[config.mk]
export PLATFORM = sky130hd
export DESIGN_NAME = multicycle_control_fsm
export DESIGN_NICKNAME = d
export VERILOG_FILES = /design/src/rtl/multicycle_pkg.sv /design/src/rtl/multicycle_control_fsm_decoder.sv /design/src/rtl/multicycle_control_fsm.sv
export SDC_FILE = /design/constraint.sdc
export NUM_CORES = 1
export LEC_CHECK = 0
export BUFFER_PORTS_ARGS = -buffer_cell sky130_fd_sc_hd__buf_4
export CAP_MARGIN = 20
export CORE_AREA = 5 5 42 44
export DETAILED_ROUTE_END_ITERATION = 8
export DIE_AREA = 0 0 47 49
export GPL_ROUTABILITY_DRIVEN = 0
export SLEW_MARGIN = 40
export SYNTH_ARGS = -nofsm -noshare
export SYNTH_HDL_FRONTEND = slang
export SYNTH_SLANG_ARGS = --single-unit
[constraint.sdc]
create_clock -name clk -period 4.2 [get_ports clk]
set_clock_uncertainty 0.05 [all_clocks]
set_input_delay 0.84 -clock clk [delete_from_list [all_inputs] [get_ports clk]]
set_output_delay 0.84 -clock clk [all_outputs]
set_load 0.005 [all_outputs]
[src/rtl/multicycle_pkg.sv]
// Shared encodings for the multicycle core sequencer: state codes, opcode classes,
// PC/write-back mux selects and the bundled control word.
package multicycle_pkg;

  typedef enum logic [2:0] {
    S_IF  = 3'd0,
    S_ID  = 3'd1,
    S_EX  = 3'd2,
    S_MEM = 3'd3,
    S_WB  = 3'd4
  } state_e;

  typedef enum logic [3:0] {
    OP_RTYPE   = 4'd0,
    OP_ITYPE   = 4'd1,
    OP_LW      = 4'd2,
    OP_SW      = 4'd3,
    OP_BEQ     = 4'd4,
    OP_BNE     = 4'd5,
    OP_J       = 4'd6,
    OP_JAL     = 4'd7,
    OP_RET     = 4'd8,
    OP_ILLEGAL = 4'd15
  } opcode_e;

  typedef enum logic [1:0] {
    PC_SRC_PLUS4  = 2'd0,
    PC_SRC_BRANCH = 2'd1,
    PC_SRC_JUMP   = 2'd2,
    PC_SRC_REG    = 2'd3
  } pc_src_e;

  typedef enum logic [1:0] {
    WB_SEL_ALU = 2'd0,
    WB_SEL_MEM = 2'd1,
    WB_SEL_PC4 = 2'd2
  } wb_sel_e;

  typedef struct packed {
    logic    pc_write;
    pc_src_e pc_src;
    logic    ir_write;
    logic    mem_read;
    logic    mem_write;
    logic    reg_write;
    wb_sel_e wb_sel;
    logic    alu_src_b;
    logic    instr_done;
  } ctrl_t;

  // Any raw opcode outside 0..8 collapses to OP_ILLEGAL and executes as a NOP.
  function automatic opcode_e decode_opcode(input logic [31:0] raw);
    case (raw)
      32'd0:   return OP_RTYPE;
      32'd1:   return OP_ITYPE;
      32'd2:   return OP_LW;
      32'd3:   return OP_SW;
      32'd4:   return OP_BEQ;
      32'd5:   return OP_BNE;
      32'd6:   return OP_J;
      32'd7:   return OP_JAL;
      32'd8:   return OP_RET;
      default: return OP_ILLEGAL;
    endcase
  endfunction

endpackage

[src/rtl/multicycle_control_fsm_decoder.sv]
// Purely combinational decode of (state, opcode, zero, mem_ready) into the
// strobes and mux selects of the multicycle datapath.
module control_output_decoder
  import multicycle_pkg::*;
#(
  parameter int OPCODE_W = 6
) (
  input  state_e              state_i,
  input  logic [OPCODE_W-1:0] opcode_i,
  input  logic                zero_i,
  input  logic                mem_ready_i,
  output ctrl_t               ctrl_o
);

  opcode_e op;
  assign op = decode_opcode(32'(opcode_i));

  always_comb begin
    ctrl_o = '0;
    case (state_i)
      S_IF: begin
        ctrl_o.mem_read = 1'b1;
        if (mem_ready_i) begin
          ctrl_o.ir_write = 1'b1;
          ctrl_o.pc_write = 1'b1;
          ctrl_o.pc_src   = PC_SRC_PLUS4;
        end
      end
      S_ID: begin
        case (op)
          OP_J, OP_JAL: begin
            ctrl_o.pc_write   = 1'b1;
            ctrl_o.pc_src     = PC_SRC_JUMP;
            ctrl_o.instr_done = 1'b1;
            if (op == OP_JAL) begin
              ctrl_o.reg_write = 1'b1;
              ctrl_o.wb_sel    = WB_SEL_PC4;
            end
          end
          OP_RET: begin
            ctrl_o.pc_write   = 1'b1;
            ctrl_o.pc_src     = PC_SRC_REG;
            ctrl_o.instr_done = 1'b1;
          end
          OP_ILLEGAL: ctrl_o.instr_done = 1'b1;
          default: ;
        endcase
      end
      S_EX: begin
        ctrl_o.alu_src_b = (op == OP_ITYPE) || (op == OP_LW) || (op == OP_SW);
        if ((op == OP_BEQ) || (op == OP_BNE)) begin
          ctrl_o.pc_write   = (op == OP_BEQ) ? zero_i : ~zero_i;
          ctrl_o.pc_src     = PC_SRC_BRANCH;
          ctrl_o.instr_done = 1'b1;
        end
      end
      S_MEM: begin
        // Request is held for every waiting cycle, not just the first.
        ctrl_o.mem_read   = (op == OP_LW);
        ctrl_o.mem_write  = (op == OP_SW);
        ctrl_o.instr_done = (op == OP_SW) && mem_ready_i;
      end
      S_WB: begin
        ctrl_o.reg_write  = 1'b1;
        ctrl_o.wb_sel     = (op == OP_LW) ? WB_SEL_MEM : WB_SEL_ALU;
        ctrl_o.instr_done = 1'b1;
      end
      default: ;
    endcase
  end

endmodule

[src/rtl/multicycle_control_fsm.sv]
// Main IF/ID/EX/MEM/WB sequencer. Defining MULTICYCLE_PERF_COUNTERS_EN adds
// cycle_count/instr_count performance counter ports.
module multicycle_control_fsm
  import multicycle_pkg::*;
#(
  parameter int OPCODE_W = 6,
  parameter int CNT_W    = 32
) (
  input  logic                clk,
  input  logic                reset,
  input  logic [OPCODE_W-1:0] opcode,
  input  logic                zero,
  input  logic                mem_ready,
  output logic [2:0]          state,
  output logic                pc_write,
  output logic [1:0]          pc_src,
  output logic                ir_write,
  output logic                mem_read,
  output logic                mem_write,
  output logic                reg_write,
  output logic [1:0]          wb_sel,
  output logic                alu_src_b,
  output logic                instr_done
`ifdef MULTICYCLE_PERF_COUNTERS_EN
  ,
  output logic [CNT_W-1:0]    cycle_count,
  output logic [CNT_W-1:0]    instr_count
`endif
);

  // Memory handshake: mem_read/mem_write is a request that stays high in IF/MEM
  // until the cycle mem_ready is 1; the transfer completes on that clock edge.
  state_e  state_q, state_d;
  opcode_e op;
  ctrl_t   dec_ctrl, ctrl;

  assign op = decode_opcode(32'(opcode));

  always_ff @(posedge clk) begin
    if (reset) state_q <= S_IF;
    else       state_q <= state_d;
  end

  always_comb begin
    state_d = state_q;
    case (state_q)
      S_IF: if (mem_ready) state_d = S_ID;
      S_ID: begin
        case (op)
          OP_J, OP_JAL, OP_RET, OP_ILLEGAL: state_d = S_IF;
          default:                          state_d = S_EX;
        endcase
      end
      S_EX: begin
        case (op)
          OP_RTYPE, OP_ITYPE: state_d = S_WB;
          OP_LW, OP_SW:       state_d = S_MEM;
          default:            state_d = S_IF;
        endcase
      end
      S_MEM: if (mem_ready) state_d = (op == OP_LW) ? S_WB : S_IF;
      default: state_d = S_IF;
    endcase
  end

  control_output_decoder #(.OPCODE_W(OPCODE_W)) u_decoder (
    .state_i    (state_q),
    .opcode_i   (opcode),
    .zero_i     (zero),
    .mem_ready_i(mem_ready),
    .ctrl_o     (dec_ctrl)
  );

  // Reset must abort an in-flight access in the same cycle, so it masks outputs directly.
  assign ctrl       = reset ? '0 : dec_ctrl;
  assign state      = state_q;
  assign pc_write   = ctrl.pc_write;
  assign pc_src     = ctrl.pc_src;
  assign ir_write   = ctrl.ir_write;
  assign mem_read   = ctrl.mem_read;
  assign mem_write  = ctrl.mem_write;
  assign reg_write  = ctrl.reg_write;
  assign wb_sel     = ctrl.wb_sel;
  assign alu_src_b  = ctrl.alu_src_b;
  assign instr_done = ctrl.instr_done;

`ifdef MULTICYCLE_PERF_COUNTERS_EN
  logic [CNT_W-1:0] cycle_count_q, instr_count_q;

  always_ff @(posedge clk) begin
    if (reset) begin
      cycle_count_q <= '0;
      instr_count_q <= '0;
    end else begin
      cycle_count_q <= cycle_count_q + CNT_W'(1);
      if (dec_ctrl.instr_done) instr_count_q <= instr_count_q + CNT_W'(1);
    end
  end

  assign cycle_count = cycle_count_q;
  assign instr_count = instr_count_q;
`else
  logic unused_cnt_w;
  assign unused_cnt_w = |CNT_W;
`endif

endmodule

-- Word-level counts from Yosys, hierarchy flattened
Memory sizes are Yosys's and may differ from the RTL's.
Index checks and enable logic that the tools add are counted.
- bits in registers: 3
- memory bits (read-only): 128
- input bits: 10
- output and inout port bits: 14
- word-level logic and storage cells: 64
- memories kept: 2
- memories (memory ; words ; bits a word ; read ports ; clocked after Yosys merged registers in ; write ports ; line ; source):
    (name not given) ; 16 ; 4 ; 1 ; 0 ; 0 ; multicycle_pkg.sv:53 ; case (raw)
    (name not given) ; 16 ; 4 ; 1 ; 0 ; 0 ; multicycle_pkg.sv:53 ;
- eq/ne operators: 22
- muxes and demuxes: 25
- bitwise logic cells: 1
- reduce and logical (&&, ||, !) cells: 13
- operator list (cell ; count):
    4-bit by 3-bit equality test with 1-bit output (second input constant) ; 6
    3-bit two-way mux ; 6
    3-bit case mux with 2 select lines ; 3
    4-bit by 2-bit equality test with 1-bit output (second input constant) ; 4
    4-bit equality test (second input constant) ; 4
    4-bit two-way mux ; 3
    3-bit case mux with 4 select lines ; 1
    11-bit two-way mux ; 1
    3-bit case mux with 3 select lines ; 1
    4-bit by 1-bit equality test with 1-bit output (second input constant) ; 2
    4-bit OR reduction ; 2
    1-bit two-way mux ; 7
    3-bit by 2-bit equality test with 1-bit output (second input constant) ; 2
    2-bit OR reduction ; 3
    4-bit zero test ; 1
    2-bit != test (second input constant) ; 2
    1-bit case mux with 4 select lines ; 1
    3-bit by 1-bit equality test with 1-bit output (second input constant) ; 1
    3-bit equality test (second input constant) ; 1
    3-bit zero test ; 1
    1-bit logical OR ; 3
    2-bit zero test ; 1
    2-bit two-way mux ; 1
    1-bit case mux with 2 select lines ; 1
    3 further kinds ; 3

-- Longest topological paths before layout
Gate-level depths: netlist of run 1.
- depth in word-level cells: 7
- gate-level depth with buffers: 5
- gate-level depth less buffers: 4

-- Cells and area by module
A second synthesis of run 1 with hierarchy kept.
- cell total of the unflattened synthesis: 75
- area total of the unflattened synthesis: 513.0 µm²
- modules (own cells, without submodules) (module ; instances ; cells an instance ; area an instance (µm²) ; sequential area each (µm²)):
    multicycle_control_fsm ; 1 ; 36 ; 272.8 ; 60.1
    control_output_decoder ; 1 ; 39 ; 240.2 ; 0.0

-- Least setup slack after synthesis of run 1
Ideal clock, no wire load.
- path kind: input -> output
- from: in opcode[1]
- to: out instr_done
- data arrival time: 1.684 ns
- data required time: 3.310 ns
- setup slack: 1.626 ns
- cell stages on the path: 5
- buffers on the path: 1
- cells stage by stage: buf_4 > nand2_2 > nor4_4 > and4b_1 > a311o_1
- word-level cells in the longest chain between the ends: 7
- elaborated cells on any way between the ends: 16
- classes of those cells: eq/ne (7); mux (5); reduce/logical (3); memory (1)
- ends and longest elaborated chain (what ; line ; source):
    start, declared ; multicycle_control_fsm.sv:11 ; input logic [OPCODE_W-1:0] opcode,
    memory 16 x 4 bit (*) ; n/a ;
    4-bit two-way mux (*) ; multicycle_pkg.sv:53 ;
    4-bit equality test, or another cell as far along ; multicycle_control_fsm_decoder.sv:30 ; case (op)
    4-bit OR reduction (no line) or 1-bit logical OR (tied branches) ; n/a ;
    1-bit two-way mux, on equally long branches ; multicycle_control_fsm_decoder.sv:30, multicycle_control_fsm_decoder.sv:51 ;
    1-bit case mux with 4 select lines (*) ; multicycle_control_fsm_decoder.sv:20 ; case (state_i)
    11-bit two-way mux (*) ; multicycle_control_fsm.sv:75 ; assign ctrl = reset ? '0 : dec_ctrl;
    end, declared ; multicycle_control_fsm.sv:23 ; output logic instr_done
Mark *: on every way between the ends. The rest lies on a longest branch, timed or not.

-- Worst setup path after layout of run 1
- from: in opcode[3]
- to: out instr_done
Same word-level chain as after synthesis.

==> results of run 1 <==
[metrics by stage]
step | std cells | total power [mW] | cell area [um^2]
after floorplan | 63 | 0.0475 | 429
after global placement | 99 | 0.0641 | 602
after detailed placement | 99 | 0.0640 | 602
after CTS | 103 | 0.116 | 628
after global routing | 103 | 0.124 | 628
final | 103 | 0.113 | 628
[power by group]
part	internal [mW]	total, mW	switching, mW
clock network	0.0355	0.0496	0.0141
registers	0.0294	0.0319	0.00259
logic	0.0158	0.0316	0.0158
total	0.0807	0.113	0.0325
[synthesized netlist by cell type (2+ instances only)]
| library cell | n | share of area (%) |
|---|---|---|
| sky130_fd_sc_hd__nor2b_1 | 2 | 2.9 |
| sky130_fd_sc_hd__nand3b_1 | 2 | 3.5 |
| sky130_fd_sc_hd__a21oi_1 | 5 | 5.8 |
| sky130_fd_sc_hd__nand2_1 | 6 | 5.2 |
| sky130_fd_sc_hd__nor3_1 | 5 | 5.8 |
| sky130_fd_sc_hd__nand4_1 | 2 | 2.9 |
| sky130_fd_sc_hd__o21a_1 | 3 | 5.2 |
| sky130_fd_sc_hd__and4b_1 | 3 | 7.0 |
| sky130_fd_sc_hd__buf_4 | 2 | 3.5 |
| sky130_fd_sc_hd__dfxtp_1 | 3 | 14 |
| sky130_fd_sc_hd__nor2_1 | 12 | 10 |
[cell families after synthesis]
family / after synthesis
compound gates: 13
xor+xnor: 1
buf+inv: 4
flops: 3
simple gates: 42
[worst max-delay path: stages]
cell	delay (ns)
sky130_fd_sc_hd__buf_4	0.13
sky130_fd_sc_hd__nor3_1	0.30
sky130_fd_sc_hd__a21oi_1	0.12
sky130_fd_sc_hd__o21a_1	0.17
sky130_fd_sc_hd__a311o_1	0.26
sky130_fd_sc_hd__buf_4	0.14
[path summary, 6_finish.rpt]
kind | startpoint | depth (start not counted) | slack (ns) | to
setup reg to reg | state[2]$_SDFFE_PP0P_ | 3 | 2.98 | state[2]$_SDFFE_PP0P_
setup / recovery | opcode[3] | 6 | 1.35 | instr_done
hold / removal | state[1]$_SDFFE_PP0P_ | 2 | 0.62 | state[2]$_SDFFE_PP0P_
hold reg to reg | state[1]$_SDFFE_PP0P_ | 2 | 0.62 | state[2]$_SDFFE_PP0P_
[area by class of cell]
cell class,instances,area (um^2),area share (%)
flip-flops and latches,3,60.1,9.56
clock buffers,4,26.3,4.18
well taps,16,20.0,3.19
multi-input cells,56,345,55.0
inverters,1,3.75,0.598
repair buffers,23,173,27.5
[routing by layer]
| layer | routed length, um | vias to the layer above | track usage (%) |
|---|---|---|---|
| li1 | - | 282 | - |
| met1 | 533 | 266 | 16.0 |
| met2 | 672 | 15 | 18.8 |
| met3 | 62 | 0 | 3.69 |
| met4 | 0 | 0 | 4.15 |
| met5 | 0 | - | 0 |
==> impl_table.tex, run 1 <==
\begin{tabular}{lr}
\hline
Metric & Value \\
\hline
\multicolumn{2}{l}{\textbf{Clock network}} \\
\quad CTS HTree Levels & 1 \\
\quad Quantity of hold-fixing buffers added after cts & 0 \\
\quad Post-CTS Setup Repair Bufs & 0 \\
\quad Number of CTS-inserted buffers & 3 \\
\quad CTS-repair resized insts & 0 \\
\quad Post-CTS clock slew at the launch and capture registers of the worst setup and hold paths & 0.04 ns \\
\quad Number of buffers on the longest clock path & 2 \\
\quad Later-pin clock latency in the skew report & 0.23 ns \\
\quad Clock tree from TritonCTS & done \\
\quad \# clock sinks & 3 \\
\quad CTS Root Buffer Type & sky130\_fd\_sc\_hd\_\_clkbuf\_4 \\
\multicolumn{2}{l}{\textbf{Pwr}} \\
\quad Cell leakage power & 0.287 nW \\
\quad Power density over cell area & 180 nW/um\^{}2 \\
\quad Worst-case vdd ir drop & 0.131 mV \\
\multicolumn{2}{l}{\textbf{GRT}} \\
\quad Gr ovfl total & 0 \\
\quad Global-route usage over all layers & 12.3\% \\
\quad Via count of the first global-routing pass & 509 \\
\quad Antenna violations before repair & 0 \\
\quad Maximum number of pins on one net before global-route repair & 16 \\
\quad Global-route wire length before repair & 2160 um \\
\multicolumn{2}{l}{\textbf{Layout}} \\
\quad Final core area utilization & 44.8\% \\
\quad Area growth from synthesis to layout & 46.4\% \\
\quad Most common cell after layout, fill and taps aside & sky130\_fd\_sc\_hd\_\_buf\_4 \\
\quad Number of nets in the final layout & 98 \\
\quad Number of fill cells in the layout & 151 \\
\quad Flip-flop count of the largest register, all copies and words added & 3 \\
\quad Diodes inserted & 0 \\
\quad Highest-count cells in the layout ignoring fill and taps & sky130\_fd\_sc\_hd\_\_buf\_4, sky130\_fd\_sc\_hd\_\_nor2\_1, sky130\_fd\_sc\_hd\_\_nand2\_1, sky130\_fd\_sc\_hd\_\_nor3\_1, sky130\_fd\_sc\_hd\_\_a21oi\_1 \\
\quad Share of final-layout standard cells stronger than drive strength 1 & 33.3\% \\
\multicolumn{2}{l}{\textbf{STA}} \\
\quad Rel. slew slack & 67.6\% \\
\quad Final-layout worst hold slack & 0.619 ns \\
\quad Min Tclk post-route & 2.85 ns \\
\quad Number of endpoints failing setup at the final stage & 0 \\
\quad Peak Freq & 351 MHz \\
\quad RSZ-0062 raised after global routing & false \\
\quad Fin crit share & 67.9\% \\
\quad Slew at the pin closest to its max-slew limit & 0.485 ns \\
\quad Final number of max-transition violations & 0 \\
\quad Final worst slack & 1.35 ns \\
\quad Total negative slack for setup checks & 0 ns \\
\quad Hold Violations, Final & 0 \\
\multicolumn{2}{l}{\textbf{Synthesis}} \\
\quad Number of synthesized flops with an enable pin & 0 \\
\quad Main combinational cell family by area after synthesis & simple AND/OR/NAND/NOR gates \\
\quad Yosys warning total & 0 \\
\quad Syn avg cell area & 6.81 um\^{}2 \\
\quad Share of flip-flops with an asynchronous set or reset after synthesis & 0\% \\
\quad Post-synthesis cell count & 63 \\
\quad Total standard cell area after synthesis & 429 um\^{}2 \\
\quad Post-synthesis sequential element count & 3 \\
\quad Number of library cell types mapped by synthesis & 29 \\
\quad Adder and majority gate portion of the synthesized area & 0\% \\
\quad Sequential share of the synthesized area & 14.0\% \\
\quad Post-synthesis xor/xnor area fraction & 2.04\% \\
\quad Share of the synthesized area in compound gates (AO/OA/AOI/OAI) & 21.3\% \\
\quad Multiplexer fraction of the synthesized cell area & 0\% \\
\quad Total nets after synthesis & 73 \\
\quad Synthesized-area fraction occupied by and/or/nand/nor cells & 57.1\% \\
\quad Ys flop type & sky130\_fd\_sc\_hd\_\_dfxtp\_1 \\
\multicolumn{2}{l}{\textbf{Critical path}} \\
\quad Endpoint type of the worst setup path & primary output \\
\quad Critical path class & primary input to primary output \\
\quad Arr. time, crit path & 1.96 ns \\
\quad Required time worst endpoint & 3.31 ns \\
\quad Kind of launch point of the worst setup path & primary input \\
\quad Max FO, Critical Path & 6 \\
\multicolumn{2}{l}{\textbf{Drt}} \\
\quad Post-detailed-routing wire length & 1270 um \\
\quad DRC Markers & 0 \\
\quad First-pass iteration count of the detailed router & 4 \\
\quad WL per Instance & 12.3 um \\
\quad Number of vias in the routed layout & 563 \\
\quad Count of antenna-violating nets left after detailed routing & 0 \\
\quad Avg Vias per Cell & 5.47 \\
\quad Iter 0 DRT Violations & 9 \\
\multicolumn{2}{l}{\textbf{Die}} \\
\quad Initial Util & 30.6\% \\
\quad Horiz. Die Dim & 47 um \\
\quad Y dimension of the die & 49 um \\
\quad Std-Cell Core Area & 1400 um\^{}2 \\
\quad Placement row count & 14 \\
\quad I/O Pins & 24 \\
\quad Die area & 2300 um\^{}2 \\
\multicolumn{2}{l}{\textbf{Place}} \\
\quad Post-Place Setup Slack & 1.35 ns \\
\quad Total half-perimeter wirelength after legalization and detailed placement & 1010 um \\
\quad Port Buf Inserts & 23 \\
\multicolumn{2}{l}{\textbf{Outcome}} \\
\quad Outcome & completed \\
\multicolumn{2}{l}{\textbf{Hold path}} \\
\quad Type of the tightest min-delay check & flip-flop to flip-flop \\
\multicolumn{2}{l}{\textbf{Run}} \\
\quad \# Max-Cap Violations & 0 \\
\hline
\end{tabular}
Note: power is estimated with default switching activity, not from simulation.
==> run 2, diff against run 1 <==
--- a/config.mk
+++ b/config.mk
@@ -5,12 +5,14 @@
 export SDC_FILE = /design/constraint.sdc
 export NUM_CORES = 1
 export LEC_CHECK = 0
+export ABC_AREA = 1
 export BUFFER_PORTS_ARGS = -buffer_cell sky130_fd_sc_hd__buf_4
 export CAP_MARGIN = 20
 export CORE_AREA = 5 5 42 44
 export DETAILED_ROUTE_END_ITERATION = 8
 export DIE_AREA = 0 0 47 49
 export GPL_ROUTABILITY_DRIVEN = 0
+export PLACE_DENSITY = 0.69
 export SLEW_MARGIN = 40
 export SYNTH_ARGS = -nofsm -noshare
 export SYNTH_HDL_FRONTEND = slang
==> constraint.sdc (replaced) <==
create_clock -name clk -period 2.9 [get_ports clk]
set_clock_uncertainty 0.05 [all_clocks]
set_input_delay 0.58 -clock clk [delete_from_list [all_inputs] [get_ports clk]]
set_output_delay 0.58 -clock clk [all_outputs]
set_load 0.005 [all_outputs]
==> run 2 against run 1 <==
Clock power grew 44%. Die area unchanged. Cell count is 35% higher. Synthesized cell count up 54%. Critical path type unchanged. Flip-flop and latch count stayed put. Largest cell class unchanged. Final area rose by 17%. Core utilization up 7.8 points. Area after synthesis is 22% higher. Sequential power rose by 43%.
==> impl_table.tex, run 2 <==
\begin{tabular}{lr}
\hline
Metric & Value \\
\hline
\multicolumn{2}{l}{\textbf{Drt}} \\
\quad DRC Markers & 0 (unchanged) \\
\quad First-pass iteration count of the detailed router & 4 (unchanged) \\
\quad Number of vias in the routed layout & 681 (+21\%) \\
\quad Avg Vias per Cell & 4.90 (-10\%) \\
\quad Iter 0 DRT Violations & 17 (+8) \\
\quad Count of antenna-violating nets left after detailed routing & 0 (unchanged) \\
\quad WL per Instance & 9.87 um (-20\%) \\
\quad Post-detailed-routing wire length & 1370 um (+8.3\%) \\
\multicolumn{2}{l}{\textbf{Critical path}} \\
\quad Family of cells with the greatest summed delay on the critical path & simple AND/OR/NAND/NOR gates \\
\quad Cell repeated most along the worst path & sky130\_fd\_sc\_hd\_\_nand2\_1 \\
\quad Stages on the worst setup path & 12 (+6) \\
\quad Setup slack of the most critical reg-to-reg path & 1.64 ns (-1.34 ns) \\
\quad Critical path class & primary input to primary output \\
\quad Required time worst endpoint & 2.27 ns (-1.04 ns) \\
\quad Depth of the worst register-to-register path & 6 (+3) \\
\quad Slowest cell on crit path & sky130\_fd\_sc\_hd\_\_nor2\_2 \\
\quad Arr. time, crit path & 1.63 ns (-0.33 ns) \\
\quad End of the worst register-to-register path & state[0]\$\_SDFFE\_PP0P\_ \\
\quad Endpoint type of the worst setup path & primary output \\
\quad Buffer and inverter count on the worst path & 3 (+1) \\
\quad Kind of launch point of the worst setup path & primary input \\
\quad Startpoint of the most critical register-to-register path & state[1]\$\_SDFFE\_PP0P\_ \\
\quad Crit-path cells & buf\_4 -> nor2\_2 -> nand2\_2 -> nand2\_2 -> nand2\_1 -> nand3\_2 -> nand2\_1 -> nand2\_1 -> nand3\_1 -> nand2\_1 -> inv\_1 -> buf\_4 \\
\quad Max FO, Critical Path & 4 (-2) \\
\quad Maximum cell stage delay along the critical path & 0.13 ns (-0.17 ns) \\
\multicolumn{2}{l}{\textbf{STA}} \\
\quad Total negative slack for setup checks & 0 ns (unchanged) \\
\quad Final number of max-transition violations & 0 (unchanged) \\
\quad RSZ-0062 raised after global routing & false \\
\quad Final-layout worst hold slack & 0.554 ns (-0.0648 ns) \\
\quad Peak Freq & 443 MHz \\
\quad Min Tclk post-route & 2.26 ns \\
\quad Number of endpoints failing setup at the final stage & 0 (unchanged) \\
\quad Fin crit share & 77.8\% \\
\quad Slew at the pin closest to its max-slew limit & 0.309 ns (-0.175 ns) \\
\quad Rel. slew slack & 79.3\% (+12 points) \\
\quad Final worst slack & 0.645 ns (-0.705 ns) \\
\quad Hold Violations, Final & 0 (unchanged) \\
\multicolumn{2}{l}{\textbf{GRT}} \\
\quad Via count of the first global-routing pass & 566 (+11\%) \\
\quad Antenna violations before repair & 0 (unchanged) \\
\quad Maximum number of pins on one net before global-route repair & 11 (-5) \\
\quad Global-route wire length before repair & 2170 um (+0.65\%) \\
\quad Gr ovfl total & 0 (unchanged) \\
\quad Global-route usage over all layers & 12.2\% (-0.16 points) \\
\multicolumn{2}{l}{\textbf{Die}} \\
\quad Horiz. Die Dim & 47 um (unchanged) \\
\quad I/O Pins & 24 (unchanged) \\
\quad Die area & 2300 um\^{}2 (unchanged) \\
\quad Y dimension of the die & 49 um (unchanged) \\
\quad Placement row count & 14 (unchanged) \\
\quad Std-Cell Core Area & 1400 um\^{}2 (unchanged) \\
\quad Initial Util & 37.5\% (+6.9 points) \\
\multicolumn{2}{l}{\textbf{Synthesis}} \\
\quad Cell accounting for the most synthesized area & sky130\_fd\_sc\_hd\_\_nand2\_1 \\
\quad Syn avg cell area & 5.42 um\^{}2 (-20\%) \\
\quad Number of synthesized flops with an enable pin & 0 (unchanged) \\
\quad Share of flip-flops with an asynchronous set or reset after synthesis & 0\% (unchanged) \\
\quad Top-area cell type share of the netlist area & 14.3\% (+0.29 points) \\
\quad Total nets after synthesis & 107 (+47\%) \\
\quad Adder and majority gate portion of the synthesized area & 0\% (unchanged) \\
\quad Top cells by count, synth & sky130\_fd\_sc\_hd\_\_nand2\_1, sky130\_fd\_sc\_hd\_\_inv\_1, sky130\_fd\_sc\_hd\_\_nand3\_1 \\
\quad Main combinational cell family by area after synthesis & simple AND/OR/NAND/NOR gates \\
\quad Top cells by area, synth & sky130\_fd\_sc\_hd\_\_nand2\_1, sky130\_fd\_sc\_hd\_\_nand3\_1, sky130\_fd\_sc\_hd\_\_dfxtp\_1 \\
\quad Share of the synthesized area in compound gates (AO/OA/AOI/OAI) & 11.2\% (-10 points) \\
\quad Post-synthesis cell count & 97 (+54\%) \\
\quad Synthesized-area fraction occupied by and/or/nand/nor cells & 62.4\% (+5.2 points) \\
\quad Total standard cell area after synthesis & 526 um\^{}2 (+22\%) \\
\quad Multiplexer fraction of the synthesized cell area & 0\% (unchanged) \\
\quad Yosys warning total & 0 (unchanged) \\
\quad Number of library cell types mapped by synthesis & 20 (-31\%) \\
\quad Post-synthesis sequential element count & 3 (unchanged) \\
\quad Leading cell type by number of instances after synthesis & sky130\_fd\_sc\_hd\_\_nand2\_1 \\
\quad Ys flop type & sky130\_fd\_sc\_hd\_\_dfxtp\_1 \\
\quad Post-synthesis xor/xnor area fraction & 0\% (-2.0 points) \\
\quad Sequential share of the synthesized area & 11.4\% (-2.6 points) \\
\multicolumn{2}{l}{\textbf{Clock network}} \\
\quad Number of buffers on the longest clock path & 2 (unchanged) \\
\quad \# clock sinks & 3 (unchanged) \\
\quad Post-CTS clock slew at the launch and capture registers of the worst setup and hold paths & 0.03 ns (about the same) \\
\quad Clock tree from TritonCTS & done \\
\quad CTS HTree Levels & 1 (unchanged) \\
\quad CTS-repair resized insts & 0 (unchanged) \\
\quad Quantity of hold-fixing buffers added after cts & 0 (unchanged) \\
\quad Number of CTS-inserted buffers & 3 (unchanged) \\
\quad Post-CTS Setup Repair Bufs & 0 (unchanged) \\
\quad CTS Root Buffer Type & sky130\_fd\_sc\_hd\_\_clkbuf\_4 \\
\quad Later-pin clock latency in the skew report & 0.23 ns (about the same) \\
\multicolumn{2}{l}{\textbf{Layout}} \\
\quad Final core area utilization & 52.6\% (+7.8 points) \\
\quad Area growth from synthesis to layout & 40.2\% \\
\quad Non-filler cells in the finished layout & 139 (+35\%) \\
\quad Diodes inserted & 0 (unchanged) \\
\quad Number of nets in the final layout & 134 (+37\%) \\
\quad Share of final-layout standard cells stronger than drive strength 1 & 37.4\% (+4.1 points) \\
\quad Flip-flop count of the largest register, all copies and words added & 3 (unchanged) \\
\quad Highest-count cells in the layout ignoring fill and taps & sky130\_fd\_sc\_hd\_\_buf\_4, sky130\_fd\_sc\_hd\_\_nand2\_1, sky130\_fd\_sc\_hd\_\_inv\_1, sky130\_fd\_sc\_hd\_\_nand3\_1, sky130\_fd\_sc\_hd\_\_nor2\_1 \\
\quad Most common cell after layout, fill and taps aside & sky130\_fd\_sc\_hd\_\_buf\_4 \\
\multicolumn{2}{l}{\textbf{Hold path}} \\
\quad Type of the tightest min-delay check & primary input to flip-flop \\
\quad Hold depth & 2 (unchanged) \\
\quad Hold Crit Start & reset \\
\quad End point of the most critical hold path & state[0]\$\_SDFFE\_PP0P\_ \\
\multicolumn{2}{l}{\textbf{Pwr}} \\
\quad Power density over cell area & 251 nW/um\^{}2 (+39\%) \\
\quad Worst-case vdd ir drop & 0.168 mV (+28\%) \\
\quad Cell leakage power & 0.414 nW (+44\%) \\
\multicolumn{2}{l}{\textbf{Place}} \\
\quad Post-Place Setup Slack & 0.652 ns (-0.697 ns) \\
\quad Port Buf Inserts & 23 (unchanged) \\
\quad Total half-perimeter wirelength after legalization and detailed placement & 1190 um (+18\%) \\
\quad Total placed cells including tap cells & 135 (+36\%) \\
\multicolumn{2}{l}{\textbf{Outcome}} \\
\quad Outcome & completed \\
\multicolumn{2}{l}{\textbf{Run}} \\
\quad \# Max-Cap Violations & 0 (unchanged) \\
\hline
\end{tabular}
-- run 2: routing by layer --
| layer | GRT usage [%] | part of all wire [%] | vias up |
|---|---|---|---|
| met4 | 5.53 | 0 | 0 |
| met2 | 18.8 | 50 | 20 |
| met5 | 0 | 0 | - |
| met3 | 0 | 6.6 | 0 |
| met1 | 17.0 | 44 | 300 |
| li1 | - | - | 361 |
-- run 2: final cells by class --
| type | instances | area [um^2] |
|---|---|---|
| fillers | 161 | 664 |
| multi-input cells | 74 | 387 |
| repair buffers | 23 | 173 |
| inverters | 19 | 71.3 |
| flip-flops and latches | 3 | 60.1 |
| clock buffers | 4 | 26.3 |
| well taps | 16 | 20.0 |
-- run 2: report_power, final --
| group | internal (mW) | switching, mW |
|---|---|---|
| Sequential | 0.0434 | 0.00223 |
| Clock | 0.0514 | 0.0198 |
| Combinational | 0.0292 | 0.0387 |
| Total | 0.124 | 0.0607 |
-- run 2: metrics by stage --
stage	cell area, um^2	power [mW]
floorplan	526	0.0869
global placement	711	0.114
detailed placement	711	0.115
CTS	737	0.189
global route	737	0.201
finish	737	0.185
-- run 2: kinds of logic (layout without fill, tap and decap cells) --
family | after synthesis | in the layout
AOI/OAI and AO/OA | 9 | 9
buffers and inverters | 20 | 46
DFF | 3 | 3
and+or+nand+nor | 65 | 65
-- run 2: worst max path at each step --
stage / to / start
floorplan: pc_write / opcode[0]
global route: pc_write / opcode[0]
CTS: pc_write / opcode[0]
detailed placement: pc_write / opcode[0]
finish: pc_write / opcode[0]
global placement: pc_write / opcode[0]
